File: config.mk
export PLATFORM = sky130hd
export DESIGN_NAME = regfile_wr_arbiter
export DESIGN_NICKNAME = d
export VERILOG_FILES = /design/src/rtl/regfile_wr_arbiter.sv
export SDC_FILE = /design/constraint.sdc
export NUM_CORES = 1
export LEC_CHECK = 0
export ABC_CLOCK_PERIOD_IN_PS = 2900
export BUFFER_PORTS_ARGS = -buffer_cell sky130_fd_sc_hd__buf_2
export CORE_MARGIN = 2
export CORE_UTILIZATION = 56
export CTS_CLUSTER_SIZE = 12
export DETAILED_ROUTE_END_ITERATION = 7
export PLACE_DENSITY_LB_ADDON = 0.12
export SKIP_LAST_GASP = 1
export SLEW_MARGIN = 20
export SYNTH_ARGS = -nofsm -noshare
export SYNTH_HDL_FRONTEND = slang
export SYNTH_SLANG_ARGS = --single-unit
File: constraint.sdc
create_clock -name clk -period 2.9 [get_ports clk]
set_input_delay 0.145 -clock clk [delete_from_list [all_inputs] [get_ports clk]]
set_output_delay 0.145 -clock clk [all_outputs]
set_load 0.01 [all_outputs]
File: src/rtl/regfile_wr_arbiter.sv
`default_nettype none
// +----------------------------------------------------------------------------+
// | regfile_wr_arbiter: shares one register-file write port between pipeline  |
// | writeback and a FIFO-buffered aux producer. Optional: WR_ARB_BYPASS_EN.   |
// | Revision: 1.0                                                             |
// +----------------------------------------------------------------------------+
module regfile_wr_arbiter #(
    parameter int DEPTH        = 4,
    parameter int STARVE_LIMIT = 8,
    parameter int DATA_W       = 32,
    parameter int ADDR_W       = 5
) (
    input  logic                         clk,
    input  logic                         reset_n,
    input  logic                         wb_valid,
    input  logic [ADDR_W-1:0]            wb_addr,
    input  logic [DATA_W-1:0]            wb_data,
    input  logic                         aux_valid,
    output logic                         aux_ready,
    input  logic [ADDR_W-1:0]            aux_addr,
    input  logic [DATA_W-1:0]            aux_data,
    output logic                         wr_en,
    output logic [ADDR_W-1:0]            write_addr,
    output logic [DATA_W-1:0]            write_data,
    output logic                         wb_stall,
    output logic [$clog2(DEPTH+1)-1:0]   fifo_count,
    output logic                         proto_err
);

    localparam int c_PTR_W = $clog2(DEPTH);
    localparam int c_CNT_W = $clog2(DEPTH+1);
    localparam int c_STV_W = $clog2(STARVE_LIMIT+1);
    localparam int c_ENT_W = ADDR_W + DATA_W;

    logic [c_ENT_W-1:0] r_mem [DEPTH];
    logic [c_PTR_W-1:0] r_wr_ptr;
    logic [c_PTR_W-1:0] r_rd_ptr;
    logic [c_CNT_W-1:0] r_count;
    logic [c_STV_W-1:0] r_starve;
    logic               r_wb_stall;
    logic               r_aux_ready;
    logic               r_proto_err;
    logic               r_wr_en;
    logic [ADDR_W-1:0]  r_write_addr;
    logic [DATA_W-1:0]  r_write_data;

    logic               w_push;
    logic               w_fifo_push;
    logic               w_pop;
    logic               w_waiting;
    logic               w_head_zero;
    logic               w_wb_live;
    logic               w_bypass;
    logic [ADDR_W-1:0]  w_head_addr;
    logic [DATA_W-1:0]  w_head_data;
    logic [c_CNT_W-1:0] w_count_next;
    logic [c_STV_W-1:0] w_starve_next;
    logic               w_wr_en;
    logic [ADDR_W-1:0]  w_wr_addr;
    logic [DATA_W-1:0]  w_wr_data;

    assign w_push      = aux_valid & r_aux_ready;
    assign w_waiting   = (r_count != '0);
    assign {w_head_addr, w_head_data} = r_mem[r_rd_ptr];
    assign w_head_zero = w_waiting & (w_head_addr == '0);
    // Writes to x0 are architecturally discarded, so they never claim the port.
    assign w_wb_live   = wb_valid & (wb_addr != '0);

`ifdef WR_ARB_BYPASS_EN
    assign w_bypass = w_push & ~w_waiting & ~w_wb_live & ~r_wb_stall;
`else
    assign w_bypass = 1'b0;
`endif

    // An x0 head drains even while writeback owns the port.
    assign w_pop       = w_waiting & (w_head_zero | ~w_wb_live);
    assign w_fifo_push = w_push & ~w_bypass;

    always_comb begin
        w_wr_en   = 1'b0;
        w_wr_addr = '0;
        w_wr_data = '0;
        if (w_wb_live) begin
            w_wr_en   = 1'b1;
            w_wr_addr = wb_addr;
            w_wr_data = wb_data;
        end else if (w_waiting && !w_head_zero) begin
            w_wr_en   = 1'b1;
            w_wr_addr = w_head_addr;
            w_wr_data = w_head_data;
        end else if (w_bypass && (aux_addr != '0)) begin
            w_wr_en   = 1'b1;
            w_wr_addr = aux_addr;
            w_wr_data = aux_data;
        end
    end

    always_comb begin
        w_count_next = r_count;
        if (w_fifo_push && !w_pop) begin
            w_count_next = r_count + c_CNT_W'(1);
        end else if (!w_fifo_push && w_pop) begin
            w_count_next = r_count - c_CNT_W'(1);
        end
    end

    always_comb begin
        w_starve_next = r_starve;
        if (!w_waiting || w_pop) begin
            w_starve_next = '0;
        end else if (r_starve != c_STV_W'(STARVE_LIMIT)) begin
            w_starve_next = r_starve + c_STV_W'(1);
        end
    end

    always_ff @(posedge clk) begin
        if (w_fifo_push) begin
            r_mem[r_wr_ptr] <= {aux_addr, aux_data};
        end
    end

    always_ff @(posedge clk or negedge reset_n) begin
        if (!reset_n) begin
            r_wr_ptr     <= '0;
            r_rd_ptr     <= '0;
            r_count      <= '0;
            r_starve     <= '0;
            r_wb_stall   <= 1'b0;
            r_aux_ready  <= 1'b0;
            r_proto_err  <= 1'b0;
            r_wr_en      <= 1'b0;
            r_write_addr <= '0;
            r_write_data <= '0;
        end else begin
            if (w_fifo_push) begin
                r_wr_ptr <= r_wr_ptr + c_PTR_W'(1);
            end
            if (w_pop) begin
                r_rd_ptr <= r_rd_ptr + c_PTR_W'(1);
            end
            r_count      <= w_count_next;
            r_starve     <= w_starve_next;
            r_wb_stall   <= (w_starve_next == c_STV_W'(STARVE_LIMIT));
            // Ready follows the post-update occupancy; no pass-through when full.
            r_aux_ready  <= (w_count_next < c_CNT_W'(DEPTH));
            if (wb_valid && r_wb_stall) begin
                r_proto_err <= 1'b1;
            end
            r_wr_en      <= w_wr_en;
            r_write_addr <= w_wr_addr;
            r_write_data <= w_wr_data;
        end
    end

    assign aux_ready  = r_aux_ready;
    assign wr_en      = r_wr_en;
    assign write_addr = r_write_addr;
    assign write_data = r_write_data;
    assign wb_stall   = r_wb_stall;
    assign fifo_count = r_count;
    assign proto_err  = r_proto_err;

endmodule
`default_nettype wire

==> results.toml, run 1 <==
[setup_path]
required_ns = 3.25
end_kind = "flop"
cp-start-kind = "flop"
crit_path_frequent_cell = "a21oi_1"
path_class = "flop to flop"
rr_startpoint = "r_rd_ptr[0]$_DFFE_PN0P_"
crit_chain = "mux4_2 > nor3_4 > and2_1 > o21ai_0 > ha_1 > nor2b_1 > a22o_1 > a21oi_1 > a21oi_1"
r2r_slack_ns = 0.35
crit_path_top_delay_cell = "mux4_2"
slowest_delay_ns = 0.58
crit_path_max_fanout = 7
reg2reg_depth = 9
crit_arrival_ns = 2.90

[hold_path]
min_from = "wb_data[8]"
hold_class = "input port to flop"
holdPathEnd = "write_data[8]$_DFF_PN0_"
whs_path_depth = 3

[power]
power_mw = 8.67
vdd_drop_max_v = 0.000513
p_per_area_mw_per_mm2 = 868
leakagePower_nw = 3.90

[status]
status = "finished with violations"
violations = "hold timing"

[cells_and_area]
final_area_mm2 = 0.00998
antenna_cells = 0
multi_input_area_mm2 = 0.00192
areaGrowthSynthToFinish_pct = 27.6
seqCellArea_mm2 = 0.00575
fill_cells = 873
final_net_count = 744
drive_gt1_share_pct = 33.5

[timing]
period_share_pct = 87.9
slew_violations = 0
slew_headroom_pct = 57.0
whs_ns = -0.0111
grt_setup_unrepaired = "no"
fin_tns_setup_ns = 0
setup_violations = 0
period_needed_ns = 2.55
skew_ns = 0.00927
fmax_mhz = 392
worstMarginPinSlew_ns = 0.646
hold_viol_final = 1

[die]
die-area_mm2 = 0.0149
ios = 122
core-area_mm2 = 0.0138
die_height_um = 122
initial_core_util_pct = 56.8
die_w_um = 122
num_rows = 43

[yosys]
synth-async-reset-ratio_pct = 26.0
syn-cell-area_mm2 = 0.00782
synth_top_area_cell = "edfxtp_1"
synth.area.top_cells = "edfxtp_1, dfrtp_1, mux4_2"
ys_warn_count = 0
syn_inst = 452
post-synth-top-count-cell = "edfxtp_1"
netlist.area_leader.share_pct = 56.8
yosysSeqAreaShare_pct = 73.4
ys_types = 44
syn_area_per_cell_um2 = 17.3
synth_flop_cell = "edfxtp_1"
synth_fp_nets = 541
synth_enable_flop_cells = 148
synth.top_cells.by_count = "edfxtp_1, nand2_1, dfrtp_1"
ys_ff_latch = 200

[clock_tree]
clockRootBuffer = "clkbuf_16"
path_clk_slew_ns = 0.06
cts_resized = 0
htree_levels = 4
clockBufferDepth = 2
cts_tree = "yes"
clock_latency_ns = 0.43
numCtsBuffers = 17
clock_sink_count = 200

[global_route]
antenna_found_initial = 0
grt_pass1_vias = 4809
grt_overflow = 0
grt_max_degree = 47
track_usage_pct = 22.3
grt_pass1_wl_um = 24200

[detailed_routing]
drt_iter0_drc = 339
wl_per_cell_um = 18.5
dr.pass1.iters = 5
viasPerCell = 5.36
vias = 4545
wl_um = 15700
drc = 0
drtAntennaViolNets = 0

[placed_design]
gp_congestion = 0.803
hpwl_um = 9290
place_area_mm2 = 0.00866
io_buffers = 121

[run]
maxCapViolCount = 0
## through the flow
step	utilization, %	hold slack (ns)	cells	setup WS [ns]
after global routing	72.5	0.000252	848	0.207
after global placement	62.8	0.350	743	0.480
after floorplan	-	-0.151	452	0.582
after CTS	72.4	0.00382	848	0.356
after detailed placement	62.8	0.349	743	0.352
final	72.5	-0.0111	848	0.351
## sequential cells by signal, summed over array words and instances, names as in the netlist, named ones only
name / cells
write_addr: 5
write_data: 32
wr_en: 1
r_wr_ptr: 2
proto_err: 1
fifo_count: 2
aux_ready: 1
r_mem: 148
wb_stall: 1
r_rd_ptr: 2
r_starve: 4
## cells by family (layout without fill, tap and decap cells)
logic type	after synthesis	after routing	share of synthesized area [%]
and+or+nand+nor	105	105	6.01
adders and majority gates	11	11	1.76
DFF	200	200	73.4
muxes	38	38	10.8
AOI/OAI and AO/OA	61	61	5.31
xor gates and xnor gates	4	4	0.448
buffers and inverters	33	249	2.24
## layout by cell type (no fill, tap or decap), types with 15 or more instances in the layout
master and n:
mux4_2 37, dlygate4sd3_1 73, nand2_1 79, o21ai_0 24
buf_2 120, clkbuf_16 17, o21ai_2 15, dfrtp_1 50
edfxtp_1 148
## worst max-delay path by stage
stage          endpoint                     from  slack (ns)  depth (start not counted)
4_1_cts            flop  r_rd_ptr[0]$_DFFE_PN0P_        0.36                          9
3_3_place_gp       flop  r_rd_ptr[0]$_DFFE_PN0P_        0.48                          9
5_1_grt            flop  r_rd_ptr[0]$_DFFE_PN0P_        0.21                          9
6_report           flop  r_rd_ptr[0]$_DFFE_PN0P_        0.35                          9
2_1_floorplan      flop  r_rd_ptr[0]$_DFFE_PN0P_        0.58                         10
3_5_place_dp       flop  r_rd_ptr[0]$_DFFE_PN0P_        0.35                          9
## routing by layer
metal	up-vias	GRT usage, %	share of wire, %
li1	2118	-	-
met1	2274	28.4	43
met2	132	37.4	52
met3	21	4.92	4.0
met4	0	9.20	1.8
met5	-	0	0
## layout make-up
cell class,instances,area share [%]
clock buffer,25,4.76
clock inverter,7,1.17
inverter,11,0.414
multi-input combinational,219,19.2
sequential,200,57.6
tap,180,2.26
timing repair buffer,206,14.6
## where the power goes
| part | internal, mW | total (mW) | leakage [nW] | switching [mW] |
|---|---|---|---|---|
| registers | 3.70 | 3.91 | 1.99 | 0.203 |
| clock network | 1.40 | 2.36 | 0.287 | 0.953 |
| logic | 1.07 | 2.40 | 1.63 | 1.33 |
## timing repair
action | 4_1_cts | 5_1_grt
endpoints found under the hold margin | 228 | 0
buffers inserted | 0 | 0
hold buffers | 73 | 0
## critical path, delay by kind of cell (launching register included)
family | cells | cell delay [ns]
AOI/OAI and AO/OA | 4 | 0.47
adders and majority gates | 1 | 0.28
DFF | 1 | 0.48
muxes | 1 | 0.58
and+or+nand+nor | 3 | 0.68
(Power assumes the default switching activity.)
==> run 2: changes to the inputs <==
--- a/config.mk
+++ b/config.mk
@@ -7,7 +7,6 @@
 export LEC_CHECK = 0
 export ABC_CLOCK_PERIOD_IN_PS = 2900
 export BUFFER_PORTS_ARGS = -buffer_cell sky130_fd_sc_hd__buf_2
-export CORE_MARGIN = 2
 export CORE_UTILIZATION = 56
 export CTS_CLUSTER_SIZE = 12
 export DETAILED_ROUTE_END_ITERATION = 7
==> constraint.sdc (replaced) <==
create_clock -name clk -period 2.9 [get_ports clk]
set_input_delay 0.145 -clock clk [delete_from_list [all_inputs] [get_ports clk]]
set_output_delay 0.145 -clock clk [all_outputs]
set_load 0.1 [all_outputs]
==> run 2 against run 1 <==
  * The run now ends clean
  * Clock power fell by 13%
  * Largest cell class unchanged
  * Critical path depth unchanged
  * Worst setup slack improved by 0.027 ns
  * Routed wire length is essentially flat
  * Sequential cell count did not move
==> results.toml, run 2 (same netlist as run 1, synthesis figures left out) <==
[setup_path]
slowest_delay_ns = 0.57
crit_path_top_delay_cell = "mux4_2"
crit_cells = 9
cp_top_family = "simple AND/OR/NAND/NOR gates"
crit_path_max_fanout = 7
cp-start-kind = "flop"
critPathBufInv = 0
crit_arrival_ns = 2.87
path_class = "flop to flop"
crit_path_frequent_cell = "a21oi_1"
crit_chain = "mux4_2 > nor3_4 > and2_1 > o21ai_0 > ha_1 > nor2b_1 > a22o_1 > a21oi_1 > a21oi_1"
required_ns = 3.25
reg2reg_depth = 9
end_kind = "flop"

[timing]
whs_ns = 0.00733
setup_violations = 0
slew_violations = 0
slew_headroom_pct = 35.2
fmax_mhz = 396
grt_setup_unrepaired = "no"
period_needed_ns = 2.52
setup_ws_ns = 0.378
worstMarginPinSlew_ns = 0.972
skew_ns = 0.00923
fin_tns_setup_ns = 0
period_share_pct = 87.0
hold_viol_final = 0

[global_route]
track_usage_pct = 23.4
grt_overflow = 0
grt_pass1_vias = 4792
antenna_found_initial = 0
grt_pass1_wl_um = 24400
grt_max_degree = 42

[detailed_routing]
drt_iter0_drc = 284
drtAntennaViolNets = 0
wl_per_cell_um = 18.6
vias = 4674
drc = 0
wl_um = 15600
viasPerCell = 5.54
dr.pass1.iters = 5

[die]
die-area_mm2 = 0.0144
ios = 122
die_height_um = 120
die_w_um = 120
initial_core_util_pct = 58.2
num_rows = 42
core-area_mm2 = 0.0135

[placed_design]
dp_slack_ns = 0.377
io_buffers = 121
gp_congestion = 0.777
hpwl_um = 9090

[clock_tree]
cts_resized = 0
htree_levels = 4
cts_tree = "yes"
clock_latency_ns = 0.43
path_clk_slew_ns = 0.06
numCtsBuffers = 17
clock_sink_count = 200
post_cts_buffers = 0
clockRootBuffer = "clkbuf_16"
clockBufferDepth = 2

[cells_and_area]
areaGrowthSynthToFinish_pct = 26.4
fill_cells = 847
final_common_cell = "edfxtp_1"
antenna_cells = 0
largest_register_ffs = 148
regMostFlops = "r_mem"
drive_gt1_share_pct = 33.7
final_cell_mix = "edfxtp_1, buf_2, nand2_1"
utilization_pct = 73.5
final_net_count = 743
multi_input_area_mm2 = 0.00192
seqCellArea_mm2 = 0.00575

[run]
maxCapViolCount = 0

[power]
vdd_drop_max_v = 0.000752
p_per_area_mw_per_mm2 = 986
leakagePower_nw = 3.86

[status]
status = "complete, no violations"

[hold_path]
hold_class = "input port to flop"
whs_path_depth = 3
run 2: through the flow:
stage               total power [mW]  instances  cell area [um2]
CTS                             9.81        843             9890
global route                    10.2        843             9890
floorplan                       6.97        452             7820
finish                          9.75        843             9890
detailed placement              7.69        738             8640
global placement                7.61        738             8640
run 2: power breakdown:
part	internal (mW)	total, mW	switching [mW]
combinational	1.06	3.79	2.73
sequential	3.70	3.90	0.196
clock	1.08	2.06	0.978
run 2: path summary, 6_finish.rpt:
path                                         start                        end  slack (ns)
min in group asynchronous                  reset_n  fifo_count[0]$_DFFE_PN0P_        0.42
setup / recovery           r_rd_ptr[0]$_DFFE_PN0P_                       flop        0.38
max in group asynchronous                  reset_n    write_data[6]$_DFF_PN0_        1.72
setup reg to reg           r_rd_ptr[0]$_DFFE_PN0P_                       flop        0.38
hold / removal                          wb_data[6]    write_data[6]$_DFF_PN0_       0.007
hold reg to reg              proto_err$_DFFE_PN0P_      proto_err$_DFFE_PN0P_        0.46
run 2: final cells by class:
cell class              count  area share [%]
clock inverters            14           0.848
multi-input cells         219            19.4
inverters                  11           0.418
clock buffers              18            4.34
repair buffers            205            14.6
well taps                 176            2.23
flip-flops and latches    200            58.1
run 2: worst min-delay path: stages:
cell,delay (ns)
buf_2,0.08
nand2_1,0.04
o21ai_0,0.11
run 2: what timing repair did:
| item | in CTS | in global routing |
|---|---|---|
| hold buffers | 73 | 0 |
| endpoints found under the hold margin | 223 | 0 |
| endpoints found under the setup margin | 0 | 0 |
run 2: routing by layer:
layer  global-route usage, %  routed length (um)  up-vias
li1                        -                   -     2121
met4                    10.0                 289        0
met2                    40.2                8260      176
met1                    28.8                6300     2353
met5                       0                   0        -
met3                    4.81                 795       24
==> run 3: changes to the inputs <==
--- a/config.mk
+++ b/config.mk
@@ -5,8 +5,9 @@
 export SDC_FILE = /design/constraint.sdc
 export NUM_CORES = 1
 export LEC_CHECK = 0
-export ABC_CLOCK_PERIOD_IN_PS = 2900
+export ABC_CLOCK_PERIOD_IN_PS = 2400
 export BUFFER_PORTS_ARGS = -buffer_cell sky130_fd_sc_hd__buf_2
+export CORE_ASPECT_RATIO = 1.4
 export CORE_UTILIZATION = 56
 export CTS_CLUSTER_SIZE = 12
 export DETAILED_ROUTE_END_ITERATION = 7
==> constraint.sdc (replaced) <==
create_clock -name clk -period 2.4 [get_ports clk]
set_input_delay 0.12 -clock clk [delete_from_list [all_inputs] [get_ports clk]]
set_output_delay 0.12 -clock clk [all_outputs]
set_load 0.1 [all_outputs]
==> run 3 against run 2 <==
  * Final cell count is 2.1% higher
  * Critical path type unchanged
  * Critical path depth stayed put
  * First-iteration DRC count is 19% lower
  * Sequential cell count stayed put
  * Utilization is 1.5 points higher
  * Clock skew is 0.0045 ns higher
  * Sequential power is 21% higher
  * Global-route usage is 0.80 points higher
==> results.toml, run 3 (same netlist as run 1, synthesis figures left out) <==
[setup_path]
cp-start-kind = "flop"
crit_arrival_ns = 2.65
end_kind = "flop"
required_ns = 2.76
crit_path_max_fanout = 4
crit_chain = "mux4_2 > nor3_4 > and2_4 > o21a_1 > ha_1 > nor2b_2 > a22o_1 > a21oi_2 > a21oi_2"
cp_top_family = "multiplexers"
slowest_delay_ns = 0.57
path_class = "flop to flop"
crit_path_top_delay_cell = "mux4_2"
crit_path_frequent_cell = "a21oi_2"
critPathBufInv = 0

[global_route]
track_usage_pct = 24.2
grt_max_degree = 40
grt_pass1_vias = 4944
antenna_found_initial = 0
grt_overflow = 0
grt_pass1_wl_um = 25400

[timing]
setup_ws_ns = 0.114
hold_viol_final = 0
setup_violations = 0
slew_violations = 0
fin_tns_setup_ns = 0
slew_headroom_pct = 41.3
fmax_mhz = 437
skew_ns = 0.0138
period_share_pct = 95.3
period_needed_ns = 2.29
worstMarginPinSlew_ns = 0.881

[die]
die_height_um = 142
num_rows = 50
die-area_mm2 = 0.0145
core-area_mm2 = 0.0135
die_w_um = 102
initial_core_util_pct = 57.9
ios = 122

[cells_and_area]
final_area_mm2 = 0.0101
utilization_pct = 75.0
drive_gt1_share_pct = 36.4
final_common_cell = "edfxtp_1"
antenna_cells = 0
areaGrowthSynthToFinish_pct = 29.5
final_net_count = 755
final_cell_mix = "edfxtp_1, buf_2, nand2_1"
largest_register_ffs = 148
regMostFlops = "r_mem"

[run]
maxCapViolCount = 0

[clock_tree]
clockBufferDepth = 2
path_clk_slew_ns = 0.08
clockRootBuffer = "clkbuf_16"
numCtsBuffers = 17
htree_levels = 4
clock_sink_count = 200
cts_tree = "yes"
clock_latency_ns = 0.43

[placed_design]
place_area_mm2 = 0.00872
io_buffers = 121
gp_congestion = 0.775
hpwl_um = 8930
dp_slack_ns = -0.0359

[detailed_routing]
viasPerCell = 5.46
wl_um = 15900
wl_per_cell_um = 18.5
drt_iter0_drc = 230
drc = 0
drtAntennaViolNets = 0
dr.pass1.iters = 4
vias = 4699

[power]
p_per_area_mw_per_mm2 = 1220
vdd_drop_max_v = 0.000791
leakagePower_nw = 3.97
power_mw = 12.3

[hold_path]
hold_class = "input port to flop"

[status]
status = "complete, no violations"
## run 3: cell types whose count changed in the layout (fill, tap and decap cells not counted), sizes merged
cell and delta:
buf +10, bufinv +1, clkinv -6, clkinvlp -2, dlygate4sd3 +2, inv +7
## run 3: repair_timing
| action | 4_1_cts | 5_1_grt |
|---|---|---|
| pin swaps | 0 | 4 |
| endpoints found under the hold margin | 223 | 0 |
| hold buffers | 75 | 0 |
| setup buffers | 1 | 5 |
| setup endpoints to repair | 1 | 2 |
| gates resized for setup | 1 | 6 |
## run 3: path summary, 6_finish.rpt
| check | startpoint | endpoint | slack, ns | cells past startpoint |
|---|---|---|---|---|
| max in group asynchronous | reset_n | write_data[14]$_DFF_PN0_ | 1.26 | 3 |
| setup / recovery | r_rd_ptr[0]$_DFFE_PN0P_ | flop | 0.11 | 9 |
| hold / removal | wb_valid | write_addr[1]$_DFF_PN0_ | 0.06 | 3 |
| setup reg to reg | r_rd_ptr[0]$_DFFE_PN0P_ | flop | 0.11 | 9 |
| hold reg to reg | proto_err$_DFFE_PN0P_ | proto_err$_DFFE_PN0P_ | 0.48 | 1 |
| min in group asynchronous | reset_n | r_wr_ptr[1]$_DFFE_PN0P_ | 0.34 | 2 |
## run 3: area by class of cell
cell class	instances	area, um2
Sequential cell	200	5750
Timing Repair Buffer	217	1590
Fill cell	831	3380
Clock buffer	18	429
Multi-Input combinational cell	219	1940
Clock inverter	14	155
Tap cell	182	228
Inverter	11	41.3
## run 3: power breakdown
| part | internal (mW) | switching (mW) |
|---|---|---|
| Combinational | 1.44 | 3.36 |
| Sequential | 4.47 | 0.231 |
| Clock | 1.49 | 1.32 |
## run 3: worst register-to-register path: cells and delay by family, from the launching register on
| kind | cells | cell delay [ns] |
|---|---|---|
| DFF | 1 | 0.45 |
| AOI/OAI and AO/OA | 4 | 0.47 |
| and+or+nand+nor | 3 | 0.56 |
| muxes | 1 | 0.57 |
| adders and majority gates | 1 | 0.18 |
## run 3: metal layers
metal	up-vias	wire length, um	global-route usage, %
met5	-	0	0
met4	0	391	10.5
met3	28	848	5.81
met2	153	8690	42.1
met1	2374	6000	28.3
li1	2144	-	-
## run 3: through the flow
| step | hold WS [ns] | std cells |
|---|---|---|
| after floorplan | -0.176 | 452 |
| after global placement | 0.288 | 748 |
| after detailed placement | 0.292 | 748 |
| after CTS | 0.0265 | 856 |
| after global routing | 0.0618 | 861 |
| final | 0.0575 | 861 |
